`config.mk`:
```
export PLATFORM = sky130hd
export DESIGN_NAME = alu_issue
export DESIGN_NICKNAME = d
export VERILOG_FILES = /design/src/rtl/alu_issue_pkg.sv /design/src/rtl/alu_issue.sv
export SDC_FILE = /design/constraint.sdc
export NUM_CORES = 1
export LEC_CHECK = 0
export BUFFER_PORTS_ARGS = -buffer_cell sky130_fd_sc_hd__buf_2
export CAP_MARGIN = 20
export CORE_UTILIZATION = 39
export CTS_CLUSTER_SIZE = 40
export DETAILED_ROUTE_END_ITERATION = 7
export GPL_TIMING_DRIVEN = 0
export PLACE_DENSITY = 0.67
export REMOVE_ABC_BUFFERS = 1
export SYNTH_ARGS = -nofsm -noshare
export SYNTH_HDL_FRONTEND = slang
export SYNTH_SLANG_ARGS = --single-unit
```
`constraint.sdc`:
```
create_clock -name clk -period 3 [get_ports clk]
set_input_delay 0.6 -clock clk [delete_from_list [all_inputs] [get_ports clk]]
set_output_delay 0.6 -clock clk [all_outputs]
set_load 0.05 [all_outputs]
```
`src/rtl/alu_issue_pkg.sv`:
```
// alu_issue_pkg: shared definitions for the ALU issue block and its bench.
//   ALU_* : opcodes understood by the combinational alu (LEFT passes left
//           operand through, cond is always out[0]).
//   MUL_OP_DEFAULT : issue opcode that selects the iterated multiply; chosen
//           outside the ALU_* range so it can never alias an ALU operation.
//   state_e : FSM encoding of alu_issue, also visible on its debug port.
package alu_issue_pkg;

  localparam logic [4:0] ALU_LEFT  = 5'h00;
  localparam logic [4:0] ALU_RIGHT = 5'h01;
  localparam logic [4:0] ALU_ADD   = 5'h02;
  localparam logic [4:0] ALU_SUB   = 5'h03;
  localparam logic [4:0] ALU_AND   = 5'h04;
  localparam logic [4:0] ALU_OR    = 5'h05;
  localparam logic [4:0] ALU_XOR   = 5'h06;
  localparam logic [4:0] ALU_EQ    = 5'h07;
  localparam logic [4:0] ALU_NE    = 5'h08;
  localparam logic [4:0] ALU_LT    = 5'h09;

  localparam logic [4:0] MUL_OP_DEFAULT = 5'h1F;

  typedef enum logic [1:0] {
    ST_IDLE   = 2'd0,
    ST_EXEC   = 2'd1,
    ST_MUL    = 2'd2,
    ST_RESULT = 2'd3
  } state_e;

endpackage

```
`src/rtl/alu_issue.sv`:
```
// alu_issue: initiator for the combinational alu. Takes one tagged request
// at a time from decode, runs it through the alu (one cycle for native ops,
// an add/shift loop for MUL_OP), then offers the tagged result.
//
// Handshakes (both iss__ and res__): a transfer happens on a rising clk edge
// where valid and ready are both 1. The producer keeps valid and payload
// stable until that edge; ready may be asserted without valid.
//
// Ports:
//   clk, rst_b                     clock, async active-low reset
//   iss__valid/ready/op/left/right/tag   request from decode
//   alu__op/left/right (out)       operands to the external alu
//   alu__out/alu__cond (in)        alu result, combinational from alu__*
//   res__valid/ready/data/cond/tag result to consumer
//   dbg__state                     current FSM state (state_e encoding)
module alu_issue
  import alu_issue_pkg::*;
#(
  parameter logic [4:0] MUL_OP = MUL_OP_DEFAULT,
  parameter int         TAG_W  = 4
) (
  input  logic             clk,
  input  logic             rst_b,
  input  logic             iss__valid,
  output logic             iss__ready,
  input  logic [4:0]       iss__op,
  input  logic [31:0]      iss__left,
  input  logic [31:0]      iss__right,
  input  logic [TAG_W-1:0] iss__tag,
  output logic [4:0]       alu__op,
  output logic [31:0]      alu__left,
  output logic [31:0]      alu__right,
  input  logic [31:0]      alu__out,
  input  logic             alu__cond,
  output logic             res__valid,
  input  logic             res__ready,
  output logic [31:0]      res__data,
  output logic             res__cond,
  output logic [TAG_W-1:0] res__tag,
  output logic [1:0]       dbg__state
);

  state_e state_q, state_d;

  // left_q doubles as the multiplicand and right_q as the multiplier while
  // in MUL; both are shifted locally each iteration.
  logic [4:0]       op_q;
  logic [31:0]      left_q;
  logic [31:0]      right_q;
  logic [31:0]      acc_q;
  logic [4:0]       cnt_q;
  logic [TAG_W-1:0] tag_q;
  logic [31:0]      res_data_q;
  logic             res_cond_q;
  logic             mul_done;

  // Last iteration: no multiplier bits remain after this shift, or this is
  // the 32nd pass.
  assign mul_done = (right_q[31:1] == 31'd0) || (cnt_q == 5'd31);

  assign iss__ready = (state_q == ST_IDLE);
  assign res__valid = (state_q == ST_RESULT);
  assign res__data  = res_data_q;
  assign res__cond  = res_cond_q;
  assign res__tag   = tag_q;
  assign dbg__state = state_q;

  // alu__* depend only on state and registers, never on iss__*.
  always_comb begin
    state_d    = state_q;
    alu__op    = ALU_LEFT;
    alu__left  = 32'd0;
    alu__right = 32'd0;
    case (state_q)
      ST_IDLE: begin
        if (iss__valid) state_d = (iss__op == MUL_OP) ? ST_MUL : ST_EXEC;
      end
      ST_EXEC: begin
        alu__op    = op_q;
        alu__left  = left_q;
        alu__right = right_q;
        state_d    = ST_RESULT;
      end
      ST_MUL: begin
        // LEFT on a zero multiplier bit just carries acc through unchanged.
        alu__op    = right_q[0] ? ALU_ADD : ALU_LEFT;
        alu__left  = acc_q;
        alu__right = left_q;
        if (mul_done) state_d = ST_RESULT;
      end
      ST_RESULT: begin
        if (res__ready) state_d = ST_IDLE;
      end
      default: state_d = ST_IDLE;
    endcase
  end

  always_ff @(posedge clk or negedge rst_b) begin
    if (!rst_b) begin
      state_q    <= ST_IDLE;
      op_q       <= ALU_LEFT;
      left_q     <= 32'd0;
      right_q    <= 32'd0;
      acc_q      <= 32'd0;
      cnt_q      <= 5'd0;
      tag_q      <= '0;
      res_data_q <= 32'd0;
      res_cond_q <= 1'b0;
    end else begin
      state_q <= state_d;
      case (state_q)
        ST_IDLE: begin
          if (iss__valid) begin
            op_q    <= iss__op;
            left_q  <= iss__left;
            right_q <= iss__right;
            tag_q   <= iss__tag;
            acc_q   <= 32'd0;
            cnt_q   <= 5'd0;
          end
        end
        ST_EXEC: begin
          res_data_q <= alu__out;
          res_cond_q <= alu__cond;
        end
        ST_MUL: begin
          acc_q   <= alu__out;
          left_q  <= left_q << 1;
          right_q <= right_q >> 1;
          cnt_q   <= cnt_q + 5'd1;
          if (mul_done) begin
            res_data_q <= alu__out;
            res_cond_q <= alu__cond;
          end
        end
        default: ;
      endcase
    end
  end

endmodule

```
-- Word level (Yosys, flattened, before mapping)
Cells that the tools add are included.
- add/sub/neg operators: 1
- multiplexer cells: 21
- reductions and logical operators: 9
- equal/unequal tests: 8
- operator list (operator ; count):
    $pmux 32 s2 ; 6
    $mux 32 ; 4
    $logic_not 31->1 ; 1
    $pmux 5 s2 ; 2
    $eq 5x5->1 const B ; 2
    $mux 2 ; 5
    $pmux 2 s4 ; 1
    $reduce_and 2->1 ; 3
    $add 5x1->5 const B ; 1
    $mux 5 ; 1
    $eq 2x2->1 const B ; 2
    $ne 2x2->1 const B ; 2
    $reduce_bool 2->1 ; 2
    $reduce_and 3->1 ; 1
    $eq 2x1->1 const B ; 1
    $logic_not 2->1 ; 1
    $ne 2x1->1 const B ; 1
    $pmux 1 s2 ; 1
    $logic_or 1x1->1 ; 1
    $mux 1 ; 1
- bits in registers: 145
- output and inout bits: 110

-- Depth between registers and ports, before layout
Gate-level depths: netlist of run 1.
- word-level depth: 4
- mapped depth: 9
- mapped depth without buffers: 7

-- Worst setup path before layout of run 1
Ideal clock, no wire load.
- path kind: register -> output
- from: register state_q[0], in the netlist dbg__state[0]
- to: output alu__left[10]
- buffers on the path: 3
- stages on the path, launching flop included: 8
- setup slack: -0.049 ns
- arrival: 2.449 ns
- cell sequence: dfrtp_1 inv_1 ha_1 buf_2 and2_1 clkbuf_1 buf_1 a22o_1
- word-level cells in the longest chain between the ends: 2
- elaborated cells on any way between the ends: 3
- classes of those cells: eq/ne: 2; mux: 1
- RTL lines (what ; line ; source):
    start, declared ; alu_issue.sv:43 ; state_e state_q, state_d;
    start signal, assigned ; alu_issue.sv:110 ; state_q <= state_d;
    $eq 2x2->1 or $eq 2x1->1 (tied branches) ; alu_issue.sv:74 ; case (state_q)
    $pmux 32 s2 (*) ; alu_issue.sv:74 ;
    end, declared ; alu_issue.sv:31 ; output logic [31:0] alu__left,
Every way passes the cells marked *; elsewhere a longest branch is shown, timed or not.

-- Worst setup path after layout of run 1
- from: register state_q[0], in the netlist dbg__state[0]
- to: output alu__left[16]
Same word-level chain as after synthesis.

==> results.py, run 1 <==
metrics = {
    "critical_path": {
        "cp_top_family": "buffers and inverters",
        "critical_path_required_ps": 2400,
        "r2r_end": "res__data[22]$_DFFE_PN0P_",
        "path_buf_inv": 4,
        "ff2ff_path_depth": 6,
        "critical_path.max_fanout": 34,
        "rr_startpoint": "right_q[23]$_DFFE_PN0P_",
        "regToRegSetupSlack_ps": 250,
        "critPathKind": "reg -> out",
        "cpPeakStageDelay_ps": 430,
        "arrival_ps": 2310,
        "cp-end-kind": "output port",
        "cp_cell_sequence": "inv_2 > ha_4 > buf_16 > and2_4 > buf_12 > a22o_1 > buf_2",
        "crit_path_top_delay_cell": "dfrtp_1",
        "start_kind": "flip-flop",
    },
    "floorplan": {
        "die_h_um": 135,
        "ios": 220,
        "rows": 48,
        "start_util": 0.399,
        "coreArea_um2": 17200,
        "die_x_um": 135,
        "die-area_um2": 18200,
    },
    "timing": {
        "finClkSkew_ps": 9.15,
        "period_minus_slack_ps": 2910,
        "slew_violations": 0,
        "holdWs_ps": 173,
        "fmax_ghz": 0.344,
        "maxSlewHeadroom": 0.407,
        "hold_violations": 0,
        "rsz0062_at_grt": "no",
        "worstMarginPinSlew_ps": 890,
        "setup_viol": 0,
        "fin_crit_sh": 0.969,
    },
    "logic_synthesis": {
        "yosysWarningCount": 0,
        "yosysSeqAreaShare": 0.527,
        "avgSynthCellArea_um2": 11.9,
        "yosys.area.top_type": "dfrtp_1",
        "ys_ff_latch": 145,
        "yosysUniqueCellTypes": 29,
        "yosys.area.top_type_share": 0.527,
        "synth_area_um2": 6880,
        "synth.area.top_cells": "dfrtp_1, a22o_1, mux2i_1, mux2_4, o21ai_0",
        "netlist_instances": 580,
    },
    "clocking": {
        "hold_buffers": 0,
        "clock_latency_ps": 410,
        "clkTransAtPathRegs_ps": 60,
        "clockBufferDepth": 2,
        "htreeDepth": 4,
        "clkSinkCount": 145,
        "numCtsBuffers": 17,
        "cts_tree": "built",
        "cts_root_buffer": "clkbuf_16",
    },
    "cells_and_area": {
        "fillers": 1541,
        "final_cell_mix": "buf_2, dfrtp_1, a22o_1, nand2_1, mux2i_1",
        "drive_gt1_frac": 0.395,
        "seq_area_um2": 3630,
        "multi_input_area_um2": 3080,
        "layout_commonest_cell": "buf_2",
        "nNetsFinal": 903,
        "syn2layout_area_growth_pct": 29.9,
        "diodes": 0,
    },
    "global_route": {
        "grt-ovfl-total": 0,
        "antenna_found_initial": 0,
        "grt_usage": 0.209,
        "grt_pass1_wl_um": 29600,
        "grt_max_degree": 82,
        "grt_pass1_vias": 5457,
    },
    "route": {
        "routed_wl_um": 18700,
        "viasPerCell": 5.25,
        "via_count": 5366,
        "drtIter0Drc": 317,
        "drc": 0,
        "dr.pass1.iters": 4,
        "ant_nets": 0,
        "wl_per_cell_um": 18.3,
    },
    "status": {
        "status": "completed",
    },
    "min_path": {
        "hold_path.class": "in -> async",
    },
    "placed_design": {
        "port_buffers": 219,
        "hpwlAfterDp_um": 12200,
        "gp_congestion": 0.759,
    },
    "flow_run": {
        "cap_violations": 0,
    },
}
-- Yosys cell counts --
cell type,count
dfrtp_1,145
a22o_1,101
nand2_1,66
mux2i_1,65
o21ai_0,64
mux2_4,30
clkbuf_1,23
buf_2,16
mux2_2,13
ha_1,7
nor4_1,7
buf_1,6
and3_1,5
nor2b_1,4
and2_1,3
buf_6,3
inv_1,3
nand2b_1,3
nand4_1,3
a31oi_1,2
nand3_1,2
nor3_1,2
a21o_1,1
a21oi_1,1
nand2_2,1
nor2_1,1
o21ai_1,1
o21ai_2,1
o21bai_1,1
-- through the flow --
step | utilization | setup WS [ps] | instance area, µm² | instances | setup TNS (ps)
global placement | 0.466 | -8810 | 8040 | 976 | -1324030
floorplan | - | -5050 | 6660 | 532 | -712810
CTS | 0.516 | 3.29 | 8900 | 1022 | 0
detailed placement | 0.480 | -576 | 8270 | 985 | -30410
finish | 0.519 | 94.2 | 8940 | 1023 | 0
global route | 0.519 | 2.70 | 8940 | 1023 | 0
-- layer usage --
layer  up-vias  GRT usage  wire, µm
li1       2556          -         -
met1      2651      0.287      8670
met2       144      0.328      8820
met3        15     0.0548      1010
met4         0     0.0549       199
met5         -          0         0
-- layout make-up --
class,instances,area share
Sequential cell,145,0.406
Clock buffer,21,0.0504
Multi-Input combinational cell,386,0.345
Inverter,3,0.00126
Tap cell,225,0.0315
Clock inverter,10,0.00994
Timing Repair Buffer,233,0.157
-- cells by family (layout without fill, tap and decap cells) --
logic type                 after synthesis  in the layout  share of synthesized area
DFF                                    145            145                      0.527
buffers and inverters                   51            267                     0.0340
AOI/OAI and AO/OA                      172            172                      0.182
and+or+nand+nor                         97             99                     0.0631
muxes                                  108            108                      0.181
adders and majority gates                7              7                     0.0127
-- registers in the layout, indices dropped and copies added, names as in the netlist --
| signal | cells |
|---|---|
| right_q | 32 |
| res__tag | 4 |
| acc_q | 32 |
| res__data | 32 |
| dbg__state | 2 |
| left_q | 32 |
| res__cond | 1 |
| cnt_q | 5 |
| op_q | 5 |
-- how the worst max path moves through the flow --
stage                               from                endpoint  cells after the start
3_3_place_gp   dbg__state[0]$_DFFE_PN0P_    cnt_q[0]$_DFFE_PN0P_                      4
6_report       dbg__state[0]$_DFFE_PN0P_           alu__left[16]                      7
5_1_grt        dbg__state[1]$_DFFE_PN0P_           alu__left[15]                      6
3_5_place_dp   dbg__state[0]$_DFFE_PN0P_           alu__left[18]                      7
2_1_floorplan  dbg__state[0]$_DFFE_PN0P_  left_q[10]$_DFFE_PN0P_                      4
4_1_cts        dbg__state[0]$_DFFE_PN0P_           alu__left[15]                      7
-- what timing repair did --
| item | 4_1_cts | 5_1_grt |
|---|---|---|
| resized for setup | 3 | 5 |
| cloned | 2 | 1 |
| pin swaps | 3 | 0 |
| setup endpoints to repair | 82 | 50 |
| setup buffers | 4 | 0 |
-- worst register-to-register path: stages (launching register included) --
cell and delay [ps]:
dfrtp_1 430, nor4_1 560, nand4_1 300, o21ai_2 270, nand2_2 410, buf_12 340
mux2_4 330
Power of run 1 is not shown: default switching activity piles up to over one toggle a cycle in this logic, so the estimate is an artifact.
==> inputs of run 2 (changes only) <==
Settings changed: CORE_MARGIN from default to 2.
==> run 2 against run 1 <==
Effect of this change: routed wire length up 1.4%; clock skew is 2.9 ps higher; flip-flop and latch count did not move; critical path depth is the same; core utilization up 0.12 points; setup slack got worse by 2.5 ps; first-iteration DRC count shrank 14%; register-to-register slack better by 40 ps; non-clock buffer count shrank 1; hold slack got worse by 7.9 ps; die area up 3.0%; clock-buffer cell count is 1 lower.
==> results.py, run 2 (synthesis results as in run 1) <==
metrics = {
    "route": {
        "dr.pass1.iters": 4,
        "ant_nets": 0,
        "drtIter0Drc": 272,
        "drc": 0,
        "viasPerCell": 5.38,
        "via_count": 5506,
        "wl_per_cell_um": 18.5,
        "routed_wl_um": 19000,
    },
    "global_route": {
        "grt_pass1_wl_um": 29300,
        "grt_usage": 0.203,
        "grt_pass1_vias": 5404,
        "antenna_found_initial": 0,
        "grt-ovfl-total": 0,
        "grt_max_degree": 81,
    },
    "timing": {
        "setup-tns-final_ps": 0,
        "slew_violations": 0,
        "maxSlewHeadroom": 0.407,
        "worstMarginPinSlew_ps": 890,
        "fmax_ghz": 0.344,
        "hold_violations": 0,
        "period_minus_slack_ps": 2910,
        "rsz0062_at_grt": "no",
        "setup_viol": 0,
        "finClkSkew_ps": 12.0,
        "fin_crit_sh": 0.969,
    },
    "clocking": {
        "clkTransAtPathRegs_ps": 60,
        "clock_latency_ps": 420,
        "numCtsBuffers": 17,
        "hold_buffers": 0,
        "cts_tree": "built",
        "htreeDepth": 4,
        "clkSinkCount": 145,
        "cts_root_buffer": "clkbuf_16",
        "clockBufferDepth": 2,
    },
    "cells_and_area": {
        "syn2layout_area_growth_pct": 30.6,
        "instances_no_fill": 1023,
        "layout_commonest_cell": "buf_2",
        "seq_area_um2": 3630,
        "drive_gt1_frac": 0.398,
        "fillers": 1572,
        "final_cell_mix": "buf_2, dfrtp_1, a22o_1, nand2_1, mux2i_1",
        "nNetsFinal": 902,
        "fin_area_um2": 8990,
        "diodes": 0,
        "multi_input_area_um2": 3080,
    },
    "placed_design": {
        "post_dp_cell_area_um2": 8270,
        "hpwlAfterDp_um": 12400,
        "gp_congestion": 0.729,
        "port_buffers": 219,
        "dp.cells": 985,
    },
    "floorplan": {
        "die-area_um2": 18700,
        "ios": 220,
        "die_x_um": 137,
        "rows": 48,
        "start_util": 0.398,
        "die_h_um": 137,
        "coreArea_um2": 17300,
    },
    "critical_path": {
        "r2r_end": "res__data[17]$_DFFE_PN0P_",
        "cpPeakStageDelay_ps": 420,
        "ff2ff_path_depth": 6,
        "cp-end-kind": "output port",
        "regToRegSetupSlack_ps": 290,
        "start_kind": "flip-flop",
        "critPathKind": "reg -> out",
        "critical_path.max_fanout": 39,
        "cp_cell_sequence": "inv_2 > ha_4 > buf_16 > and2_4 > buf_12 > a22o_1 > buf_2",
        "crit_path_top_delay_cell": "dfrtp_1",
        "arrival_ps": 2310,
        "rr_startpoint": "right_q[23]$_DFFE_PN0P_",
        "critical_path_required_ps": 2400,
    },
    "min_path": {
        "hold_path.class": "in -> async",
    },
    "flow_run": {
        "cap_violations": 0,
    },
    "status": {
        "status": "completed",
    },
}
[run 2: cell types whose count changed in the layout (fill, tap and decap cells not counted), sizes merged]
cell	change
inv	+4
clkinv	-5
clkbuf	+7
buf	-9
clkinvlp	+3
[run 2: layout make-up]
class                      instances  share of cell area
sequential                       145               0.404
multi-input combinational        386               0.342
timing repair buffer             232               0.156
clock buffer                      20              0.0519
tap                              225              0.0313
clock inverter                    12              0.0135
inverter                           3             0.00125
[run 2: how the worst max path moves through the flow]
stage,start,end,slack (ps),depth (start not counted)
after floorplan,dbg__state[0]$_DFFE_PN0P_,left_q[10]$_DFFE_PN0P_,-5050,4
after global placement,dbg__state[0]$_DFFE_PN0P_,cnt_q[0]$_DFFE_PN0P_,-9300,4
after detailed placement,dbg__state[0]$_DFFE_PN0P_,alu__right[11],-520,7
after CTS,dbg__state[1]$_DFFE_PN0P_,alu__right[17],30,6
after global routing,dbg__state[0]$_DFFE_PN0P_,alu__left[14],2,7
final,dbg__state[0]$_DFFE_PN0P_,alu__right[17],90,7
[run 2: stage by stage]
stage / hold WS [ps] / util / setup slack, ps
floorplan: 304 / - / -5050
global placement: 482 / 0.465 / -9300
detailed placement: 486 / 0.478 / -521
CTS: 193 / 0.518 / 26.1
global route: 206 / 0.520 / 2.42
finish: 166 / 0.520 / 91.7
[run 2: critical path: cells and delay by family (launching register included)]
family | cells | cell delay (ps)
buf+inv | 4 | 860
flops | 1 | 420
simple gates | 1 | 240
fa+ha+maj | 1 | 180
compound gates | 1 | 160
[run 2: metal layers]
metal | vias up | global-route usage | share of wire
met3 | 24 | 0.0559 | 0.063
met5 | - | 0 | 0
met1 | 2744 | 0.271 | 0.44
met4 | 0 | 0.0596 | 0.013
li1 | 2561 | - | -
met2 | 177 | 0.324 | 0.48
[run 2: timing repair]
item	CTS	global route
pin swaps	3	0
endpoints found under the hold margin	0	0
setup endpoints to repair	83	51
gates cloned	2	0
setup buffers	4	0
resized for setup	3	12
Power of run 2 is left out for the same reason.
==> inputs of run 3 (changes only) <==
Settings changed: CORE_ASPECT_RATIO from default to 0.9, MAX_ROUTING_LAYER from default to met4.
==> run 3 against run 2 <==
Effect of this change: flip-flop and latch count is the same; sequential share of layout area fell by 0.20 points; die area about the same; core utilization is 0.17 points lower; clock-buffer cell count decreased by 2; setup slack improved by 32 ps; clock skew shrank 4.6 ps; first-iteration DRC count shrank 7.4%; routed wire length grew 2.9%; critical endpoint is now alu__left[3]; highest routed layer unchanged.
==> results.py, run 3 (synthesis results as in run 1) <==
metrics = {
    "route": {
        "viasPerCell": 5.21,
        "drc": 0,
        "routed_wl_um": 19500,
        "dr.pass1.iters": 5,
        "ant_nets": 0,
        "wl_met3_um": 1030,
        "drtIter0Drc": 252,
        "wl_met1_um": 9100,
        "wl_per_cell_um": 18.7,
        "highest-signal-layer": "met4",
        "via_count": 5432,
        "routed-wl-met2_um": 9150,
    },
    "status": {
        "status": "completed",
    },
    "clocking": {
        "cts_tree": "built",
        "cts_root_buffer": "clkbuf_16",
        "clock_latency_ps": 410,
        "hold_buffers": 0,
        "clkSinkCount": 145,
        "numCtsBuffers": 17,
        "clockBufferDepth": 2,
        "clkTransAtPathRegs_ps": 60,
        "htreeDepth": 4,
    },
    "floorplan": {
        "die-area_um2": 18700,
        "coreArea_um2": 17400,
        "ios": 220,
        "start_util": 0.395,
        "die_h_um": 130,
        "die_x_um": 144,
        "rows": 46,
    },
    "critical_path": {
        "cp_cell_sequence": "inv_1 > ha_4 > and2_4 > buf_12 > a22o_1 > buf_2",
        "startpoint": "dbg__state[1]$_DFFE_PN0P_",
        "arrival_ps": 2280,
        "start_kind": "flip-flop",
        "endpoint": "alu__left[3]",
        "rr_startpoint": "dbg__state[0]$_DFFE_PN0P_",
        "regToRegSetupSlack_ps": 170,
        "critical_path.max_fanout": 33,
        "crit_path_top_delay_cell": "dfrtp_1",
        "cp_top_family": "buffers and inverters",
        "cpPeakStageDelay_ps": 450,
        "path_buf_inv": 3,
        "cp_num_cells": 6,
        "critical_path_required_ps": 2400,
        "critPathKind": "reg -> out",
        "ff2ff_path_depth": 9,
        "r2r_end": "res__cond$_DFFE_PN0P_",
        "cp-end-kind": "output port",
    },
    "cells_and_area": {
        "layout_commonest_cell": "buf_2",
        "fillers": 1579,
        "nNetsFinal": 905,
        "final_core_util": 0.518,
        "drive_gt1_frac": 0.400,
        "syn2layout_area_growth_pct": 31.3,
        "fin_area_um2": 9040,
        "final_cell_mix": "buf_2, dfrtp_1, a22o_1, nand2_1, mux2i_1",
    },
    "global_route": {
        "grt_pass1_vias": 5484,
        "grt-ovfl-total": 0,
        "grt_max_degree": 77,
        "grt_usage": 0.216,
        "antenna_found_initial": 1,
        "grt_pass1_wl_um": 30000,
    },
    "flow_run": {
        "cap_violations": 0,
    },
    "timing": {
        "fmax_ghz": 0.348,
        "maxSlewHeadroom": 0.410,
        "fin_crit_sh": 0.959,
        "rsz0062_at_grt": "no",
        "setup-tns-final_ps": 0,
        "slew_violations": 0,
        "setup_viol": 0,
        "worstMarginPinSlew_ps": 884,
        "hold_violations": 0,
        "period_minus_slack_ps": 2880,
        "finClkSkew_ps": 7.44,
    },
    "placed_design": {
        "port_buffers": 219,
        "post_dp_cell_area_um2": 8270,
        "hpwlAfterDp_um": 12100,
        "gp_congestion": 0.769,
    },
    "min_path": {
        "hold_path.class": "in -> async",
    },
}
==> run 3: per-layer routing <==
metal  vias to the layer above  GRT usage
met5                         -          -
met4                         0     0.0623
li1                       2570          -
met2                       174      0.336
met3                        17     0.0481
met1                      2671      0.287
==> run 3: worst min-delay path by stage <==
stage	slack, ps	endpoint	cells past startpoint	from
final	190	left_q[9]$_DFFE_PN0P_	1	rst_b
after global routing	240	right_q[10]$_DFFE_PN0P_	1	rst_b
after CTS	220	res__tag[0]$_DFFE_PN0P_	1	rst_b
after detailed placement	490	res__data[19]$_DFFE_PN0P_	1	res__data[19]$_DFFE_PN0P_
after global placement	480	res__data[0]$_DFFE_PN0P_	1	res__data[0]$_DFFE_PN0P_
after floorplan	300	acc_q[0]$_DFFE_PN0P_	0	rst_b
==> run 3: through the flow <==
step	worst slack (ps)	hold slack [ps]	instances
2_1_floorplan	-5050	304	532
3_3_place_gp	-9280	483	991
3_5_place_dp	-253	486	999
4_1_cts	100	222	1040
5_1_grt	4.98	235	1042
6_report	124	194	1042
==> run 3: cell type report <==
class	count	area [µm²]	share of cell area
Sequential cell	145	3630	0.402
Multi-Input combinational cell	389	3110	0.344
Timing Repair Buffer	232	1370	0.152
Clock buffer	18	429	0.0475
Tap cell	240	300	0.0332
Clock inverter	14	186	0.0206
Inverter	3	11.3	0.00125
Antenna cell	1	2.50	0.000277
==> run 3: timing repair <==
action / in CTS / in global routing
gates resized for setup: 8 / 1
cloned: 4 / 1
setup buffers: 5 / 0
hold endpoints to repair: 0 / 0
pin swaps: 3 / 0
endpoints found under the setup margin: 82 / 1
Power of run 3 is left out for the same reason.
